<file path="src/rtl/iob_post_fifo.sv">
// iob_post_fifo
//   Posted-write queue between the FSB I/O slave and the IOB bus master.
//   DEPTH entries of {address, data, byte strobes, R/W} are kept in a
//   circular buffer. Writes are acknowledged as soon as they are queued and
//   drained in order. Reads are non-posted: they are accepted only into an
//   empty queue and block further requests until their IOB completion
//   returns on o_rdv. Bus errors on already-acknowledged writes set the
//   sticky o_wberr flag.
//
//   Optional feature: define IOB_POST_MERGE_EN to let a write merge into
//   the tail entry (same address, non-overlapping strobes) instead of
//   consuming a new entry.
//
// Ports
//   i_clk, i_res        clock, asynchronous active-high reset
//   i_reqv .. i_requ    slave request (valid, R/W, word address, data, strobes)
//   o_reqrdy            request accepted at the next edge (qualified by i_reqv)
//   o_rdv/o_rdd/o_rderr read completion pulse, data and bus-error flag
//   o_ioreq .. o_iou    IOB master request and head-entry fields
//   i_ioact             master has taken the request
//   i_iodone/i_ioberr/i_iordd   master cycle finished, error, read data
//   o_wberr, i_berrclr  sticky posted-write error and its clear
//   o_empty/o_full/o_count      registered occupancy status

module iob_post_fifo #(
    parameter int DEPTH = 4,
    parameter int AW    = 23,
    parameter int DW    = 16,
    localparam int CW   = $clog2(DEPTH + 1)
) (
    input  logic          i_clk,
    input  logic          i_res,
    input  logic          i_reqv,
    output logic          o_reqrdy,
    input  logic          i_reqrw,
    input  logic [AW:1]   i_reqa,
    input  logic [DW-1:0] i_reqd,
    input  logic          i_reql,
    input  logic          i_requ,
    output logic          o_rdv,
    output logic [DW-1:0] o_rdd,
    output logic          o_rderr,
    output logic          o_ioreq,
    output logic          o_iorw,
    output logic [AW:1]   o_ioa,
    output logic [DW-1:0] o_iod,
    output logic          o_iol,
    output logic          o_iou,
    input  logic          i_ioact,
    input  logic          i_iodone,
    input  logic          i_ioberr,
    input  logic [DW-1:0] i_iordd,
    output logic          o_wberr,
    input  logic          i_berrclr,
    output logic          o_empty,
    output logic          o_full,
    output logic [CW-1:0] o_count
);

    localparam int PW = (DEPTH > 1) ? $clog2(DEPTH) : 1;
    localparam int HB = DW / 2;

    localparam logic [1:0] S_IDLE = 2'd0;
    localparam logic [1:0] S_REQ  = 2'd1;
    localparam logic [1:0] S_ACT  = 2'd2;

    logic [AW:1]   r_a [DEPTH];
    logic [DW-1:0] r_d [DEPTH];
    logic [DEPTH-1:0] r_l, r_u, r_rw;

    logic [PW-1:0] r_wp, r_rp;
    logic [CW-1:0] r_count;
    logic          r_empty, r_full;
    logic          r_rdpend;
    logic          r_rdv, r_rderr, r_wberr;
    logic [DW-1:0] r_rdd;
    logic [1:0]    r_state;

    logic          w_merge, w_accept, w_push, w_pop, w_head_rw;
    logic [CW-1:0] w_count_nxt;

`ifdef IOB_POST_MERGE_EN
    logic [PW-1:0] w_tail;
    logic          w_tail_busy;

    assign w_tail      = r_wp - 1'b1;
    // The tail is frozen once the master has been offered it as the head.
    assign w_tail_busy = (w_tail == r_rp) && (r_state != S_IDLE);
    assign w_merge     = !r_empty && !i_reqrw && !r_rw[w_tail] && !w_tail_busy
                         && (i_reqa == r_a[w_tail])
                         && !(i_reql && r_l[w_tail]) && !(i_requ && r_u[w_tail]);
`else
    assign w_merge = 1'b0;
`endif

    // Reads only enter an empty queue so they can never overtake posted writes.
    assign o_reqrdy  = i_reqv && !r_rdpend && (i_reqrw ? r_empty : (!r_full || w_merge));
    assign w_accept  = o_reqrdy;
    assign w_push    = w_accept && !w_merge;
    assign w_pop     = (r_state == S_ACT) && i_iodone;
    assign w_head_rw = r_rw[r_rp];

    always_comb begin
        w_count_nxt = r_count;
        if (w_push && !w_pop)
            w_count_nxt = r_count + 1'b1;
        else if (!w_push && w_pop)
            w_count_nxt = r_count - 1'b1;
    end

    always_ff @(posedge i_clk or posedge i_res) begin
        if (i_res) begin
            for (int i = 0; i < DEPTH; i++) begin
                r_a[i] <= '0;
                r_d[i] <= '0;
            end
            r_l  <= '0;
            r_u  <= '0;
            r_rw <= '0;
        end else begin
            if (w_push) begin
                r_a[r_wp]  <= i_reqa;
                r_d[r_wp]  <= i_reqd;
                r_l[r_wp]  <= i_reql;
                r_u[r_wp]  <= i_requ;
                r_rw[r_wp] <= i_reqrw;
            end
`ifdef IOB_POST_MERGE_EN
            if (w_accept && w_merge) begin
                if (i_reql) r_d[w_tail][HB-1:0]  <= i_reqd[HB-1:0];
                if (i_requ) r_d[w_tail][DW-1:HB] <= i_reqd[DW-1:HB];
                r_l[w_tail] <= r_l[w_tail] | i_reql;
                r_u[w_tail] <= r_u[w_tail] | i_requ;
            end
`endif
        end
    end

    always_ff @(posedge i_clk or posedge i_res) begin
        if (i_res) begin
            r_wp     <= '0;
            r_rp     <= '0;
            r_count  <= '0;
            r_empty  <= 1'b1;
            r_full   <= 1'b0;
            r_rdpend <= 1'b0;
            r_rdv    <= 1'b0;
            r_rdd    <= '0;
            r_rderr  <= 1'b0;
            r_wberr  <= 1'b0;
            r_state  <= S_IDLE;
        end else begin
            // Pointers wrap silently: DEPTH is a power of two.
            if (w_push) r_wp <= r_wp + 1'b1;
            if (w_pop)  r_rp <= r_rp + 1'b1;
            r_count <= w_count_nxt;
            r_empty <= (w_count_nxt == '0);
            r_full  <= (w_count_nxt == CW'(DEPTH));

            r_rdv <= w_pop && w_head_rw;
            if (w_pop && w_head_rw) begin
                r_rdd    <= i_iordd;
                r_rderr  <= i_ioberr;
                r_rdpend <= 1'b0;
            end else if (w_accept && i_reqrw) begin
                r_rdpend <= 1'b1;
            end

            // A new error wins over a simultaneous clear.
            if (w_pop && !w_head_rw && i_ioberr)
                r_wberr <= 1'b1;
            else if (i_berrclr)
                r_wberr <= 1'b0;

            case (r_state)
                S_IDLE:  if (!r_empty) r_state <= S_REQ;
                S_REQ:   if (i_ioact)  r_state <= S_ACT;
                S_ACT:   if (i_iodone) r_state <= S_IDLE;
                default: r_state <= S_IDLE;
            endcase
        end
    end

    assign o_ioreq = (r_state == S_REQ);
    assign o_iorw  = r_rw[r_rp];
    assign o_ioa   = r_a[r_rp];
    assign o_iod   = r_d[r_rp];
    assign o_iol   = r_l[r_rp];
    assign o_iou   = r_u[r_rp];
    assign o_rdv   = r_rdv;
    assign o_rdd   = r_rdd;
    assign o_rderr = r_rderr;
    assign o_wberr = r_wberr;
    assign o_empty = r_empty;
    assign o_full  = r_full;
    assign o_count = r_count;

endmodule

</file>
<file path="config.mk">
export PLATFORM = sky130hd
export DESIGN_NAME = iob_post_fifo
export DESIGN_NICKNAME = d
export VERILOG_FILES = /design/src/rtl/iob_post_fifo.sv
export SDC_FILE = /design/constraint.sdc
export NUM_CORES = 1
export LEC_CHECK = 0
export ABC_AREA = 0
export ABC_CLOCK_PERIOD_IN_PS = 7000
export CORE_UTILIZATION = 49
export CTS_CLUSTER_SIZE = 12
export DETAILED_ROUTE_END_ITERATION = 10
export HOLD_SLACK_MARGIN = 0.15
export PLACE_DENSITY = 0.75
export RECOVER_POWER = 25
export SYNTH_ARGS = -nofsm -noshare
export SYNTH_HDL_FRONTEND = slang
export SYNTH_SLANG_ARGS = --single-unit
</file>
<file path="constraint.sdc">
create_clock -name i_clk -period 7 [get_ports i_clk]
set_input_delay 2.1 -clock i_clk [delete_from_list [all_inputs] [get_ports i_clk]]
set_output_delay 2.1 -clock i_clk [all_outputs]
set_load 0.1 [all_outputs]
</file>
==> results by group <==
Layout
  • # diodes: 0
  • Final Util: 61.9%
  • Fillers: 1,267
  • Most frequent cells in the layout: dfrtp_1, mux2_2, clkdlybuf4s50_1, mux4_2, clkbuf_16
  • Most common cell after layout, fill and taps aside: dfrtp_1
  • Area growth from synthesis to layout: 22.7%
  • Layout cells sized above 1: 41.0%
  • Area of the multi-input gates: 3490 sq um
  • Nets: 712
  • Register area: 4990 sq um

Setup path
  • Crit Path Category: input pin to primary output
  • Worst endpoint required time: 4900 ps
  • Crit path capture type: primary output
  • Worst-path maximum fanout: 10
  • Worst Path Arrival: 3940 ps
  • CP Launch Type: input pin
  • Worst R2R Path Depth: 3

Synthesis
  • Top_reg_cell synth: dfrtp_1
  • Netlist cell types: 38
  • Synth Register Bits: 199
  • Syn Area/Cell: 17.0 sq um
  • Synthesized Nets: 587
  • FFs w/ async S/R, synth: 100%
  • Synthesis Warnings: 0
  • Cells after Synth: 516
  • Synth Cell Area: 8750 sq um
  • Number of synthesized flops with an enable pin: 0
  • Sequential-to-total area share from yosys stat: 56.9%

CTS
  • Clock sink total: 199
  • TritonCTS Buffers: 17
  • Max Buffers Root-to-Sink: 2
  • CTS resizes: 0
  • Root buf cell: clkbuf_16
  • Clock latency on the worst-skew pair: 420 ps
  • H-Tree Depth: 4
  • Postcts setup bufs: 0
  • Clock transition at path regs: 60 ps
  • TritonCTS clock tree: yes
  • Hold_buf cts: 0

Floorplanning
  • Row cnt: 48
  • Chip Width: 136 um
  • Starting Density: 50.4%
  • Die height: 136 um
  • Die area: 18,400 sq um
  • I/O pin count: 133
  • CORE AREA: 17,400 sq um

Status
  • Failing checks: max-capacitance violations, max-slew violations
  • Outcome: finished with violations

Drt
  • Vias per std cell: 5.51
  • Vias post-DR: 4,842
  • DRC: 0
  • Wire per inst: 19.9 um
  • Drt total wl: 17,500 um
  • Final ANT Viol Nets: 0
  • DRT iter0 DRCs: 201
  • TritonRoute pass-1 iters: 4

Placed design
  • RD Place Congestion: 0.747
  • Post-DP HPWL: 10,800 um
  • Pre-CTS setup slack: 1130 ps
  • Port Buf Inserts: 132

Global routing
  • Vias in the first global route: 5,416
  • Total gr overflow: 0
  • GRT Total Usage: 20.6%
  • Global-route wire length before repair: 28,600 um
  • Initial antenna violation count: 0
  • Largest net degree at the start of global routing: 168

STA
  • Setup TNS: 0 ps
  • Max-slew violations: 168
  • Endpoints failing setup: 0
  • Tcrit/Tclk final: 86.3%
  • Final clock skew: 7.99 ps
  • RSZ-0062 raised after global routing: false
  • Final Worst Setup Slack: 957 ps
  • Fmax: 0.165 GHz
  • Min Tclk post-route: 6040 ps
  • Max transition margin: -48.0%
  • Final Hold Viols: 0
  • Slew at the pin closest to its max-slew limit: 2220 ps

Hold path
  • Min-delay worst type: flip-flop to flip-flop
  • Hold Path Depth: 1

Job
  • Max Cap Viol: 1
## area by class of cell
| type | instances | share of cell area, % |
|---|---|---|
| Timing Repair Buffer | 134 | 12.4 |
| Multi-Input combinational cell | 280 | 32.5 |
| Clock inverter | 10 | 1.33 |
| Tap cell | 225 | 2.62 |
| Inverter | 9 | 0.326 |
| Clock buffer | 22 | 4.32 |
| Sequential cell | 199 | 46.4 |
## state kept, by name, indices dropped and copies added, names as in the netlist, 3 cells and up
register,cells
r_a,92
r_l,4
o_rdd,16
r_rw,4
r_d,64
r_u,4
o_count,3
## logic make-up (layout without fill, tap and decap cells)
logic type      Yosys count  after routing  synth area share, %
compound gates           16             16                 1.46
xor+xnor                  4              4                0.400
fa+ha+maj                 6              6                0.858
buf+inv                  37            175                 3.07
flops                   199            199                 56.9
mux                     228            228                 35.4
simple gates             26             26                 1.90
## through the flow
step | hold slack (ps) | instance area [sq um] | std cells
4_1_cts | 503 | 10800 | 879
5_1_grt | 511 | 10700 | 879
2_1_floorplan | 461 | 8750 | 516
6_report | 502 | 10700 | 879
3_5_place_dp | 487 | 10200 | 847
3_3_place_gp | 481 | 10200 | 847
## per-layer routing
layer	routed length (um)	GRT usage (%)	up-vias
li1	-	-	2152
met1	7380	26.1	2576
met2	9150	34.9	99
met3	800	5.31	15
met4	166	5.93	0
met5	0	0	-
## synthesized netlist by cell type, drive strengths merged (3+ instances only)
cell	instances	share of area (%)
xnor2	4	0.40
clkbuf	6	0.26
mux2	185	24
dfrtp	198	57
nand2	9	0.76
buf	22	2.4
nor2b	3	0.21
ha	6	0.86
inv	9	0.39
nor2	5	0.21
mux4	42	11
a211oi	3	0.26
## path summary, 6_finish.rpt
path	startpoint	endpoint	slack [ps]
hold reg to reg	r_a[42]	r_a[42]	500
max in group asynchronous	i_res	r_rp[0]	1460
hold / removal	r_a[42]	r_a[42]	500
setup reg to reg	r_rp[0]	o_rdd[9]	4180
setup / recovery	i_reqrw	o_reqrdy	960
min in group asynchronous	i_res	r_d[32]	2460
## worst max-delay path, cell delays in order
cell,delay [ps]
dlygate4sd3_1,640
or2_0,350
a21oi_4,460
buf_4,380
Power is not shown: default switching activity piles up to over one toggle a cycle in this logic, so the estimate is an artifact.
==> patch 1 (same flow settings) <==
Register the output `o_rderr` once more, with the module's reset; this adds one clock of latency there. The other outputs are not delayed to match.
--- a/src/rtl/iob_post_fifo.sv
+++ b/src/rtl/iob_post_fifo.sv
@@ -189,7 +189,13 @@
     assign o_iou   = r_u[r_rp];
     assign o_rdv   = r_rdv;
     assign o_rdd   = r_rdd;
-    assign o_rderr = r_rderr;
+    always_ff @(posedge i_clk or posedge i_res) begin
+        if (i_res) begin
+            o_rderr <= '0;
+        end else begin
+            o_rderr <= r_rderr;
+        end
+    end
     assign o_wberr = r_wberr;
     assign o_empty = r_empty;
     assign o_full  = r_full;
Behaviour: not the same (Yosys sat finds a counterexample within 4 cycles, from zero or initial values).
==> patch 1 against the unedited design <==
The run still ends with max-capacitance violations, max-slew violations left. Setup slack better by 14 ps. Design area grew 0.23%. Final cell count fell by 0.23%. Via count increased by 0.35%. Critical path depth unchanged. Synthesized area rose by 0.29%. Routed wire length is 1.7% lower. Sequential cell count grew 1.
Power is left out: the tool's default activity adds up to more than one toggle a clock period on the data nets, which glitch-free logic cannot reach.
==> patch 1: results (changes against the unedited design) <==
Outcome:
- Run status: complete, but fails checks (unchanged).
- Violated checks: max-capacitance violations, max-slew violations (unchanged).

Floorplan:
- The tap cell count was 225 (unchanged).

Placement:
- The detailed placer's ending HPWL came to 10,530 um (was 10,820 um).
- The total placed cells including tap cells is 848 (was 847).
- The number of port buffers is 132 (unchanged).
- The weighted congestion reported at the end of routability-driven placement is 0.8193 (was 0.7470).

Logic synthesis:
- Ranking of synthesized cells by area: dfrtp_1 (57%), mux2_2 (22%), mux4_2 (11%) (unchanged).
- The count of mapped cells out of synthesis was 517 (was 516).
- Leading cell types by count after synthesis: dfrtp_1 (199), mux2_2 (170), mux4_2 (42) (was dfrtp_1 (198), mux2_2 (170), mux4_2 (42)).
- The total nets after synthesis is 588 (was 587).
- The share of synthesized area occupied by flip-flops and latches is 57.05% (was 56.93%).
- The share of flip-flops with an asynchronous set or reset after synthesis is 100.0% (unchanged).
- The number of warnings issued by yosys is 0 (unchanged).

Global route:
- The initial antenna violation count is 0 (unchanged).
- The largest net degree at the start of global routing is 167 (was 168).
- The global-route usage over all layers is 20.02% (was 20.65%).
- The wire length of the first global-routing pass was 27,830 um (was 28,560 um).
- The via count of the first global-routing pass is 5,527 (was 5,416).

Cells and area:
- The flip-flop count of the largest register after layout came to 92 (unchanged).
- The number of multi-input combinational cells in the layout is 280 (unchanged).
- The share of cells above drive strength 1 is 40.80% (was 40.98%).
- The fraction of area in registers is 46.56% (was 46.43%).
- The multi-input gate share of the layout cell area is 32.47% (was 32.54%).
- The clock network area share is 5.638% (was 5.651%).
- The final layout net count is 713 (was 712).
- The register ranked first by flip-flop count is r_a (unchanged).
- The number of fillers in the final layout is 1,292 (was 1,267).
- The diode insertion count for antenna repair is 0 (unchanged).
- The non-clock buffering overhead in the final layout was 12.39% (was 12.42%).
- The total of clock buffers placed in the layout is 21 (was 22).

Clocking:
- The number of sinks handled by clock tree synthesis came to 200 (was 199).
- The number of CTS-inserted buffers is 17 (unchanged).

Drt:
- The violation count after the first detailed-route iteration came to 226 (was 201).
- The wire length after detailed routing is 17,190 um (was 17,500 um).
- The average wire length per cell after detail routing is 19.60 um (was 19.91 um).
- The via count came to 4,859 (was 4,842).

Run:
- The number of violations of the max-capacitance limit is 2 (was 1).

STA:
- The final clock skew is 9.327 ps (was 7.990 ps).
- The measured slew at the worst slew-check pin is 2192 ps (was 2220 ps).
- The max-slew violation count is 203 (was 168).

Setup path:
- The startpoint of the lowest-slack register-to-register path is r_rp[0]$_DFFE_PP0N_ (unchanged).
- The worst-path cell with the longest stage delay is dlygate4sd3_1 (unchanged).
- The capture instance of the worst register-to-register path is o_rdd[12]$_DFFE_PP0P_ (was o_rdd[9]$_DFFE_PP0P_).
- The cell depth of the worst flop-to-flop path was 3 (unchanged).
- The critical path data arrival time was 3930 ps (was 3940 ps).
- The reg2reg setup slack is 4130 ps (was 4180 ps).

Hold path:
- The class of the most critical hold timing path is flip-flop to flip-flop (unchanged).
## patch 1: logic make-up after synthesis
group / count (synthesis) / share of synthesized area, %
AOI/OAI and AO/OA: 16 / 1.455
buffers and inverters: 37 / 3.066
and+or+nand+nor: 26 / 1.896
DFF: 200 / 57.05
muxes: 228 / 35.28
xor gates and xnor gates: 4 / 0.3992
adders and majority gates: 6 / 0.8555
## patch 1: how the worst min path moves through the flow
stage                                   start                 to  cells past startpoint  slack (ps)
after floorplan           r_rderr$_DFFE_PP0P_  o_rderr$_DFF_PP0_                      0         350
after global placement    r_rderr$_DFFE_PP0P_  o_rderr$_DFF_PP0_                      0         360
after detailed placement  r_rderr$_DFFE_PP0P_  o_rderr$_DFF_PP0_                      0         360
after CTS                 r_rderr$_DFFE_PP0P_  o_rderr$_DFF_PP0_                      0         380
after global routing      r_rderr$_DFFE_PP0P_  o_rderr$_DFF_PP0_                      0         400
final                     r_rderr$_DFFE_PP0P_  o_rderr$_DFF_PP0_                      0         370
## patch 1: routing by layer
| layer | routed length [um] | GRT usage [%] |
|---|---|---|
| met1 | 7313 | 25.13 |
| met2 | 9037 | 34.35 |
| met3 | 699 | 5.145 |
| met4 | 143 | 5.306 |
| met5 | 0 | 0 |
## patch 1: per-stage QoR
| step | setup slack [ps] | area [um^2] |
|---|---|---|
| 3_3_place_gp | 1177 | 10180 |
| 6_report | 971.2 | 10760 |
| 4_1_cts | 1137 | 10780 |
| 5_1_grt | 597.7 | 10760 |
| 2_1_floorplan | 1743 | 8778 |
| 3_5_place_dp | 1141 | 10180 |
==> patch 2 (config.mk and constraints unchanged) <==
Without the edit above. The option `IOB_POST_MERGE_EN` is turned on by a define.
--- a/src/rtl/iob_post_fifo.sv
+++ b/src/rtl/iob_post_fifo.sv
@@ -21,6 +21,8 @@
 //   i_iodone/i_ioberr/i_iordd   master cycle finished, error, read data
 //   o_wberr, i_berrclr  sticky posted-write error and its clear
 //   o_empty/o_full/o_count      registered occupancy status
+
+`define IOB_POST_MERGE_EN
 
 module iob_post_fifo #(
     parameter int DEPTH = 4,
Formal check against the unedited RTL: not equivalent (Yosys sat finds a counterexample within 4 cycles, from zero or initial values).
==> patch 2 against the unedited design <==
The flow still finishes with violations (max-capacitance violations, max-slew violations). Sequential cell count unchanged. Design area increased by 13%. Final cell count increased by 21%. Synthesized area increased by 15%. First-iteration DRC count increased by 41%. Global-route usage increased by 2.3 points. Worst hold slack got worse by 24 ps. Routed wire length increased by 32%. Setup slack got worse by 400 ps. Die area increased by 15%. Critical path type unchanged. Critical endpoint unchanged.
Power is not shown: default switching activity piles up to over one toggle a cycle in this logic, so the estimate is an artifact.
==> patch 2: results (changes against the unedited design) <==
Outcome:
- Run status: complete, but fails checks (unchanged).
- Violated checks: max-capacitance violations, max-slew violations (unchanged).

Logic synthesis:
- The share of the synthesized netlist area taken by xor and xnor gates is 2.521% (was 0.4004%).
- The count of distinct cell types in the synthesized netlist is 45 (was 38).
- The compound-cell area share of the yosys netlist is 2.496% (was 1.459%).
- The fraction of the mapped netlist area in adder cells is 0.8444% (was 0.8580%).
- The post-synthesis mux area share is 37.27% (was 35.38%).
- Ranking of synthesized cells by area: dfrtp_1 (49%), mux4_2 (15%), mux2_2 (11%) (was dfrtp_1 (57%), mux2_2 (22%), mux4_2 (11%)).
- The total nets after synthesis was 735 (was 587).
- The share of synthesized area occupied by flip-flops and latches is 49.43% (was 56.93%).
- The count of mapped cells out of synthesis is 664 (was 516).

Cells and area:
- The share of cells above drive strength 1 is 35.09% (was 40.98%).
- The number of cells in the finished layout apart from fillers is 1,065 (was 879).
- The final layout net count was 854 (was 712).

Setup path:
- The cell type group with the largest total delay on the critical path was simple AND/OR/NAND/NOR gates (was buffers and inverters).
- The critical path data arrival time was 4350 ps (was 3940 ps).
- The worst-path cell with the longest stage delay is or4_1 (was dlygate4sd3_1).
- The largest stage delay on the critical path is 680 ps (was 640 ps).

Drt:
- The average wire length per cell after detail routing was 21.71 um (was 19.91 um).
- The via count came to 6,188 (was 4,842).

Clocking:
- The setup fix buffers added after clock tree synthesis was 0 (unchanged).
- The number of gates resized after CTS is 0 (unchanged).

Hold path:
- The class of the most critical hold timing path is flip-flop to flip-flop (unchanged).

STA:
- The remaining max-slew budget at the tightest pin is -79.64% (was -47.97%).
- The final clock skew came to 12.63 ps (was 7.990 ps).
- The max-slew violation count is 200 (was 168).

Placement:
- The instance area after placement was 11,590 um^2 (was 10,150 um^2).
- The detailed placer's ending HPWL is 15,230 um (was 10,820 um).
- The weighted congestion reported at the end of routability-driven placement is 0.8507 (was 0.7470).
- The worst setup slack after placement was 576.8 ps (was 1127 ps).

Global route:
- The via count of the first global-routing pass was 6,845 (was 5,416).
- The largest net degree at the start of global routing was 200 (was 168).
- The wire length of the first global-routing pass is 37,740 um (was 28,560 um).
- The global-route usage over all layers is 22.99% (was 20.65%).

Run:
- The number of violations of the max-capacitance limit came to 1 (unchanged).
patch 2: cell count changes in the layout (fill, tap and decap cells not counted), sizes merged, moves of 8 or more:
cell / before / now
mux4: 42 / 68
nand2: 9 / 58
buf: 2 / 14
mux2i: 1 / 17
xnor2: 4 / 29
mux2: 185 / 161
a41o: 0 / 8
patch 2: worst paths after layout:
check                                           from                    to  slack, ps  cells past startpoint
min in group asynchronous                      i_res   r_a[79]$_DFFE_PP0P_       3130                      3
worst max-delay path                          i_requ              o_reqrdy        550                      7
worst max register to register   r_wp[1]$_DFFE_PP0N_     r_d[36]$_DFF_PP0_       2860                     11
worst min-delay path            o_rdd[0]$_DFFE_PP0P_  o_rdd[0]$_DFFE_PP0P_        480                      2
max in group asynchronous                      i_res   r_wp[0]$_DFFE_PP0N_       2000                      3
worst min register to register  o_rdd[0]$_DFFE_PP0P_  o_rdd[0]$_DFFE_PP0P_        480                      2
patch 2: worst register-to-register path: cells and delay by family (launching register included):
kind / cells / cell delay [ps]
fa+ha+maj: 1 / 300
simple gates: 3 / 1070
buf+inv: 3 / 530
mux: 2 / 910
flops: 1 / 370
compound gates: 1 / 660
xor+xnor: 1 / 200
patch 2: layer usage:
layer | routed length (um) | global-route usage, %
met5 | 0 | 0
met4 | 393 | 7.000
met3 | 1156 | 4.859
met2 | 11360 | 38.00
met1 | 10210 | 30.74
patch 2: area by class of cell:
type                       instances  area [um^2]
clock inverter                    12        118.9
clock buffer                      19        442.9
multi-input combinational        409         4778
sequential                       199         4985
fill                            1547         8029
inverter                          10        41.29
timing repair buffer             146         1436
tap                              270        337.8
patch 2: cells by family after synthesis:
logic type / Yosys count
multiplexers: 246
flip-flops: 199
AND/OR/NAND/NOR: 95
buffers and inverters: 56
AO/OA/AOI/OAI: 32
XOR/XNOR: 29
adder cells (fa/ha/maj): 7
